## src/rtl/trigger_io_ctrl.sv

```systemverilog
// trigger_io_ctrl: synchronises and debounces the trigger button, fires a
// 1-cycle trigger pulse into the register file (sets t0) and then holds off
// until the program clears t0 and the button is released. Independently it
// keeps a registered display copy of a0 and strobes whenever it changes.
//
// Ports:
//   clk      in   system clock, all state on posedge
//   rst_n    in   asynchronous active-low reset
//   btn_i    in   raw button, asynchronous to clk, active-high
//   t0_i     in   current t0 register value (only bit 0 examined)
//   a0_i     in   current a0 register value
//   trigger  out  1-cycle pulse into the register file (sets t0)
//   busy     out  high in every FSM state except IDLE
//   a0_disp  out  registered copy of a0 for display
//   a0_chg   out  1-cycle strobe: a0_disp updated this cycle
module trigger_io_ctrl #(
    parameter int DATA_WIDTH      = 32,
    parameter int DEBOUNCE_CYCLES = 16,
    parameter int CNT_WIDTH       = $clog2(DEBOUNCE_CYCLES) + 1
) (
    input  logic                  clk,
    input  logic                  rst_n,
    input  logic                  btn_i,
    input  logic [DATA_WIDTH-1:0] t0_i,
    input  logic [DATA_WIDTH-1:0] a0_i,
    output logic                  trigger,
    output logic                  busy,
    output logic [DATA_WIDTH-1:0] a0_disp,
    output logic                  a0_chg
);

    typedef enum logic [1:0] {
        S_IDLE,
        S_FIRE,
        S_SETTLE,
        S_WAIT_ACK
    } state_t;

    localparam logic [CNT_WIDTH-1:0] LP_CNT_MAX =
        CNT_WIDTH'(DEBOUNCE_CYCLES - 1);

    logic                  r_sync1;
    logic                  r_sync2;
    logic                  r_stable;
    logic                  r_stable_d;
    logic [CNT_WIDTH-1:0]  r_cnt;
    state_t                r_state;
    state_t                w_state_next;
    logic                  w_press;
    logic                  w_t0_set;
    logic                  w_unused_t0;
    logic [DATA_WIDTH-1:0] r_a0_disp;
    logic                  r_a0_chg;

    // Two-flop synchroniser; r_sync2 is the clean btn_s.
    always_ff @(posedge clk or negedge rst_n) begin
        if (!rst_n) begin
            r_sync1 <= 1'b0;
            r_sync2 <= 1'b0;
        end else begin
            r_sync1 <= btn_i;
            r_sync2 <= r_sync1;
        end
    end

    // The counter only runs while btn_s disagrees with the accepted level,
    // so any return to the old level restarts the qualification window.
    // It stops at LP_CNT_MAX because acceptance clears it on that cycle.
    always_ff @(posedge clk or negedge rst_n) begin
        if (!rst_n) begin
            r_stable   <= 1'b0;
            r_stable_d <= 1'b0;
            r_cnt      <= '0;
        end else begin
            r_stable_d <= r_stable;
            if (r_sync2 == r_stable) begin
                r_cnt <= '0;
            end else if (r_cnt == LP_CNT_MAX) begin
                r_stable <= r_sync2;
                r_cnt    <= '0;
            end else begin
                r_cnt <= r_cnt + 1'b1;
            end
        end
    end

    assign w_press  = r_stable & ~r_stable_d;
    assign w_t0_set = t0_i[0];

    // Upper t0 bits carry unrelated register contents.
    assign w_unused_t0 = ^t0_i[DATA_WIDTH-1:1];

    always_ff @(posedge clk or negedge rst_n) begin
        if (!rst_n) begin
            r_state <= S_IDLE;
        end else begin
            r_state <= w_state_next;
        end
    end

    // Presses seen outside IDLE are simply ignored; since WAIT_ACK only
    // exits with the button released, a held button cannot retrigger.
    always_comb begin
        w_state_next = r_state;
        unique case (r_state)
            S_IDLE: begin
                if (w_press) begin
                    w_state_next = S_FIRE;
                end
            end
            S_FIRE: begin
                w_state_next = S_SETTLE;
            end
            S_SETTLE: begin
                w_state_next = S_WAIT_ACK;
            end
            S_WAIT_ACK: begin
                if (!w_t0_set && !r_stable) begin
                    w_state_next = S_IDLE;
                end
            end
        endcase
    end

    // Pure decode of the state register: one cycle wide, and it drops
    // at once on async reset.
    assign trigger = (r_state == S_FIRE);
    assign busy    = (r_state != S_IDLE);

    always_ff @(posedge clk or negedge rst_n) begin
        if (!rst_n) begin
            r_a0_disp <= '0;
            r_a0_chg  <= 1'b0;
        end else if (a0_i != r_a0_disp) begin
            r_a0_disp <= a0_i;
            r_a0_chg  <= 1'b1;
        end else begin
            r_a0_chg  <= 1'b0;
        end
    end

    assign a0_disp = r_a0_disp;
    assign a0_chg  = r_a0_chg;

endmodule

```

## config.mk

```make
export PLATFORM = sky130hd
export DESIGN_NAME = trigger_io_ctrl
export DESIGN_NICKNAME = d
export VERILOG_FILES = /design/src/rtl/trigger_io_ctrl.sv
export SDC_FILE = /design/constraint.sdc
export NUM_CORES = 1
export LEC_CHECK = 0
export ABC_CLOCK_PERIOD_IN_PS = 1100
export BUFFER_PORTS_ARGS = -buffer_cell sky130_fd_sc_hd__buf_2
export CAP_MARGIN = 20
export CORE_MARGIN = 3
export CORE_UTILIZATION = 39
export DETAILED_ROUTE_END_ITERATION = 7
export PLACE_DENSITY = 0.75
export RECOVER_POWER = 25
export REMOVE_ABC_BUFFERS = 1
export SYNTH_ARGS = -nofsm -noshare
export SYNTH_HDL_FRONTEND = slang
export SYNTH_SLANG_ARGS = --single-unit
export TNS_END_PERCENT = 100
```

## constraint.sdc

```tcl
create_clock -name clk -period 1.1 [get_ports clk]
set_clock_uncertainty 0.05 [all_clocks]
set_input_delay 0.22 -clock clk [delete_from_list [all_inputs] [get_ports clk]]
set_output_delay 0.22 -clock clk [all_outputs]
set_load 0.05 [all_outputs]
```

==> results.py, run 1 <==
metrics = {
    "outcome": {
        "status": "finished, violations left",
        "violations": "setup timing",
    },
    "logic_synthesis": {
        "synth.top_cell.area_share_pct": 62.4,
        "syn_area_sq_mm": 0.00177,
        "synth.area.top_cells": "dfrtp_1 (62%), xnor2_1 (16%), clkbuf_1 (6.8%), ha_1 (3.5%), nand4_1 (2.8%)",
        "yosys_warnings": 0,
        "yosysUniqueCellTypes": 19,
        "synth_seq_cells": 44,
        "seq_area_frac_synth_pct": 62.4,
        "yosysTopAreaCell": "dfrtp_1",
        "synthCells": 146,
        "avgSynthCellArea_sq_um": 12.1,
    },
    "timing": {
        "drv_slew": 0,
        "slew-limit-headroom_pct": 64.5,
        "period_share_pct": 129,
        "fmax_mhz": 704,
        "rsz0062_at_grt": "true",
        "setup_tns_ns": -4.16,
        "period_minus_slack_ns": 1.42,
        "worst_pin_slew_ns": 0.532,
        "setup_slack_ns": -0.321,
        "finalHoldViolCount": 0,
        "setup_violations": 43,
    },
    "worst_setup_path": {
        "cp.required_ns": 0.83,
        "reg2reg_to": "a0_chg",
        "start_kind": "flop",
        "ff2ff_path_depth": 4,
        "endpoint": "busy",
        "r2r_start": "a0_disp[21]",
        "worstPathMaxFanout": 3,
        "rrSetupSlack_ns": -0.27,
        "crit_path_end_kind": "output port",
        "critPathLaunch": "r_state[1]",
        "crit_arrival_ns": 1.15,
        "critPathKind": "reg -> out",
    },
    "pwr": {
        "finalPower_uw": 4420,
        "p_leak_uw": 0.00129,
        "power.density_mw_per_mm2": 1500,
        "max-vdd-ir-drop_mv": 1.28,
    },
    "placement": {
        "place.gp.congestion": 0.707,
        "placed_cells": 250,
        "port_buffers": 70,
        "place_hpwl_um": 2630,
    },
    "cells_and_area": {
        "drive_gt1_share_pct": 40.8,
        "final_util_pct": 70.5,
        "nets": 311,
        "diodes": 0,
        "final_cells": 290,
        "syn_to_final_growth_pct": 66.6,
    },
    "floorplan": {
        "die_h_um": 73.3,
        "core_sq_mm": 0.00417,
        "num_io_pins": 102,
        "dieArea_sq_mm": 0.00537,
        "rows": 23,
        "initial_core_util_pct": 42.3,
        "die_x_um": 73.3,
    },
    "global_route": {
        "grt_max_degree": 45,
        "antenna_found_initial": 0,
        "grt_first_pass_wirelength_um": 7870,
        "grtUsageTotal_pct": 20.4,
        "grt_overflow": 0,
        "grt_pass1_vias": 1593,
    },
    "flow_run": {
        "drv_cap": 0,
    },
    "detailed_routing": {
        "drt_iter0_drc": 50,
        "wl_per_cell_um": 17.4,
        "drtAntennaViolNets": 0,
        "drt_wl_total_um": 5040,
        "drt-pass1-iter-count": 4,
        "route.detailed.drc": 0,
        "num_vias": 1376,
        "vias_per_cell": 4.74,
    },
    "clock_network": {
        "cts_htree_levels": 2,
        "cts_tree": "yes",
        "clockBufferDepth": 2,
        "clk_pin_slew_worst_paths_ns": 0.09,
        "cts.sinks": 44,
        "cts-root-buf": "clkbuf_8",
        "cts_inserted_buffers": 5,
        "worstSkewPairLatency_ns": 0.30,
    },
    "hold_path": {
        "hold_class": "in -> reg",
    },
}
[how the worst min path moves through the flow]
stage | start | end | depth (start not counted)
after global placement | rst_n | a0_disp[11] | 2
after detailed placement | rst_n | a0_disp[22] | 2
after global routing | a0_i[20] | a0_disp[20] | 1
final | a0_i[13] | a0_disp[13] | 1
after floorplan | rst_n | a0_chg | 0
after CTS | a0_i[18] | a0_disp[18] | 1
[worst max-delay path, cell delays in order, from the launching register on]
cell and delay (ns):
dfrtp_1 0.40, inv_2 0.12, ha_4 0.16, inv_2 0.04, buf_8 0.14
[metal layers]
| layer | vias up | GRT usage [%] | share of wire (%) |
|---|---|---|---|
| met5 | - | 0 | 0 |
| met4 | 0 | 11.3 | 3.3 |
| met3 | 15 | 7.93 | 7.5 |
| met2 | 55 | 35.2 | 55 |
| met1 | 677 | 21.2 | 34 |
| li1 | 629 | - | - |
[logic make-up (layout without fill, tap and decap cells)]
group / after synthesis / in the layout / share of synthesized area (%)
adder cells (fa/ha/maj): 5 / 5 / 3.54
XOR/XNOR: 35 / 35 / 17.4
AO/OA/AOI/OAI: 5 / 5 / 1.91
multiplexers: 1 / 1 / 0.638
AND/OR/NAND/NOR: 21 / 21 / 6.73
flip-flops: 44 / 44 / 62.4
buffers and inverters: 35 / 129 / 7.44
[stage by stage]
step	hold WS, ns	instance area (sq um)	worst slack (ns)
finish	0.0162	2940	-0.321
detailed placement	0.165	2190	-0.285
global route	0.0114	2940	-0.362
CTS	0.000211	2900	-0.327
global placement	0.163	2190	-0.258
floorplan	-0.126	1650	-0.289
[state kept, by name (all words and copies together), names as in the netlist]
signal and flops:
r_cnt 5, r_sync2 1, r_sync1 1, r_stable_d 1, r_stable 1, a0_disp 32
a0_chg 1, r_state 2
[cell usage in the layout (no fill, tap or decap), drive strengths merged]
master,netlist,routed
buf,0,73
nor2,3,3
dfrtp,44,44
o21ai,2,2
nand2,2,2
mux2,1,1
ha,5,5
inv,3,3
nand4,8,8
nand2b,1,1
o21a,1,1
nand3,2,2
clkbuf,32,24
nor4,2,2
dlygate4sd3,0,28
o32a,1,1
xor2,3,3
xnor2,32,32
a21oi,1,1
and2,2,2
clkinv,0,1
and3,1,1
[cells in the mapped netlist]
| cell | count |
|---|---|
| a21oi_1 | 1 |
| and2_2 | 2 |
| and3_1 | 1 |
| clkbuf_1 | 32 |
| dfrtp_1 | 44 |
| ha_1 | 5 |
| inv_1 | 3 |
| mux2_2 | 1 |
| nand2_1 | 2 |
| nand2b_1 | 1 |
| nand3_1 | 2 |
| nand4_1 | 8 |
| nor2_1 | 3 |
| nor4_1 | 2 |
| o21a_1 | 1 |
| o21ai_0 | 2 |
| o32a_2 | 1 |
| xnor2_1 | 32 |
| xor2_1 | 3 |
[area by class of cell]
| type | count | area, sq um |
|---|---|---|
| fillers | 261 | 1230 |
| repair buffers | 118 | 1060 |
| inverters | 3 | 11.3 |
| clock buffers | 7 | 76.3 |
| multi-input cells | 67 | 621 |
| clock inverters | 1 | 8.76 |
| well taps | 50 | 62.6 |
| flip-flops and latches | 44 | 1100 |
[where the power goes]
| part | switching, uW | internal (uW) |
|---|---|---|
| Clock | 563 | 455 |
| Sequential | 109 | 1730 |
| Combinational | 805 | 762 |
| Total | 1480 | 2950 |
[repair_timing]
item	CTS	global route
endpoints found under the hold margin	67	4
pin swaps	13	7
endpoints found under the setup margin	42	44
hold buffers	24	4
setup buffers	3	4
resized for setup	111	5
Power figures use the tool's default switching activity.
==> inputs of run 2 (changes only) <==
ABC_CLOCK_PERIOD_IN_PS = 1500   (was 1100)
CORE_UTILIZATION = 43   (was 39)
PLACE_DENSITY = 0.79   (was 0.75)
clock period = 1.5 ns   (was 1.1 ns; I/O delays follow)
==> results.py, run 2 (synthesized netlist as in run 1, its figures left out) <==
metrics = {
    "outcome": {
        "status": "finished clean",
    },
    "floorplan": {
        "dieArea_sq_mm": 0.00491,
        "core_sq_mm": 0.00380,
        "num_io_pins": 102,
        "die_h_um": 70.1,
        "initial_core_util_pct": 46.5,
        "die_x_um": 70.1,
        "rows": 22,
    },
    "cells_and_area": {
        "final_common_cell": "dfrtp_1",
        "layout_common_cells": "dfrtp_1 (44), buf_2 (39), xnor2_1 (32)",
        "design_area_sq_mm": 0.00222,
        "syn_to_final_growth_pct": 25.7,
        "drive_gt1_share_pct": 30.6,
        "final_util_pct": 58.4,
        "largest_reg_flops": 32,
        "nets": 267,
        "diodes": 0,
    },
    "detailed_routing": {
        "num_vias": 1123,
        "drt-pass1-iter-count": 4,
        "vias_per_cell": 4.60,
        "route.detailed.drc": 0,
        "wl_per_cell_um": 12.5,
        "drt_iter0_drc": 39,
        "drtAntennaViolNets": 0,
        "drt_wl_total_um": 3060,
    },
    "worst_setup_path": {
        "crit_cells": 4,
        "path_cells": "inv_2 -> ha_4 -> inv_2 -> buf_8",
        "worstPathMaxFanout": 4,
        "cpMaxStageDelayCell": "dfrtp_1",
        "cpPeakStageDelay_ns": 0.42,
        "endpoint": "busy",
        "crit_path_end_kind": "output port",
        "path_common_cell": "inv_2",
        "r2r_start": "r_state[1]",
        "start_kind": "flop",
        "critPathLaunch": "r_state[0]",
        "rrSetupSlack_ns": 0.19,
        "crit_arrival_ns": 1.12,
        "cp.required_ns": 1.15,
        "cp.buffers_inverters": 3,
        "path_delay_family": "flip-flops",
        "critPathKind": "reg -> out",
        "ff2ff_path_depth": 5,
        "reg2reg_to": "r_state[0]",
    },
    "pwr": {
        "power_switching_uw": 937,
        "netSwitchingFraction_pct": 30.1,
        "p_leak_uw": 0.000992,
        "power_frac_comb_pct": 26.2,
        "finalPower_uw": 3110,
        "max-vdd-ir-drop_mv": 0.735,
        "clock_power_share_pct": 30.9,
        "p_int_uw": 2180,
        "p_seq_share_pct": 42.8,
        "power.density_mw_per_mm2": 1400,
    },
    "timing": {
        "slew-limit-headroom_pct": 79.4,
        "setup_violations": 0,
        "period_share_pct": 97.7,
        "setup_tns_ns": 0,
        "setup_slack_ns": 0.0346,
        "drv_slew": 0,
        "period_minus_slack_ns": 1.47,
        "worst_pin_slew_ns": 0.306,
        "finalHoldViolCount": 0,
        "fmax_mhz": 682,
        "rsz0062_at_grt": "true",
    },
    "global_route": {
        "grt_first_pass_wirelength_um": 5390,
        "grt_overflow": 0,
        "antenna_found_initial": 0,
        "gr-usage-met3_pct": 6.33,
        "use_met1_pct": 17.9,
        "grt_pass1_vias": 1185,
        "grt_max_degree": 45,
        "grtUsageTotal_pct": 13.9,
        "busiest_layer": "met2",
        "grt_util_met2_pct": 21.2,
    },
    "placement": {
        "port_buffers": 70,
        "place.gp.congestion": 0.753,
        "place_hpwl_um": 2320,
        "post-place-ws_ns": 0.164,
        "place_area_sq_mm": 0.00208,
    },
    "clock_network": {
        "clockBufferDepth": 2,
        "cts-root-buf": "clkbuf_8",
        "cts.sinks": 44,
        "cts_tree": "yes",
        "worstSkewPairLatency_ns": 0.29,
        "clk_pin_slew_worst_paths_ns": 0.08,
        "cts_inserted_buffers": 5,
        "cts_htree_levels": 2,
    },
    "hold_path": {
        "hold_class": "in -> reg",
        "min-delay-start": "btn_i",
    },
    "flow_run": {
        "drv_cap": 0,
    },
}
run 2: worst register-to-register path, delay by kind of cell (launching register included):
kind | cells | cell delay [ns]
AO/OA/AOI/OAI | 3 | 0.49
flip-flops | 1 | 0.41
adder cells (fa/ha/maj) | 1 | 0.17
buffers and inverters | 1 | 0.14
run 2: routing by layer:
| layer | up-vias | wire length, um |
|---|---|---|
| li1 | 540 | - |
| met1 | 527 | 1310 |
| met2 | 50 | 1370 |
| met3 | 6 | 333 |
| met4 | 0 | 38 |
| met5 | - | 0 |
run 2: through the flow:
stage | std cells | hold slack, ns
5_1_grt | 244 | 0.0531
3_3_place_gp | 233 | 0.240
3_5_place_dp | 233 | 0.250
6_report | 244 | 0.0684
2_1_floorplan | 114 | -0.0456
4_1_cts | 242 | 0.0537
run 2: worst min-delay path by stage:
| stage | end | slack [ns] | cells after the start |
|---|---|---|---|
| finish | r_sync1 | 0.07 | 1 |
| floorplan | a0_chg | -0.05 | 0 |
| global placement | a0_disp[13] | 0.24 | 2 |
| CTS | r_sync1 | 0.05 | 1 |
| global route | r_sync1 | 0.05 | 1 |
| detailed placement | a0_disp[27] | 0.25 | 2 |
run 2: layout make-up:
type | count | area [sq um]
clock inverter | 1 | 30.0
timing repair buffer | 74 | 375
tap | 48 | 60.1
clock buffer | 7 | 96.3
fill | 326 | 1580
inverter | 3 | 11.3
multi-input combinational | 67 | 546
sequential | 44 | 1100
run 2: power by group through the flow:
stage,clock network [uW],logic [uW],registers [uW]
2_1_floorplan,0,341,1500
3_3_place_gp,0,683,1350
3_5_place_dp,0,698,1350
4_1_cts,999,770,1330
5_1_grt,1050,893,1350
6_report,964,817,1330
run 2: repair_timing:
action / in CTS / in global routing
gates resized for setup: 8 / 2
pin swaps: 0 / 1
setup buffers: 0 / 2
setup endpoints to repair: 2 / 2
hold buffers: 1 / 0
endpoints found under the hold margin: 44 / 0
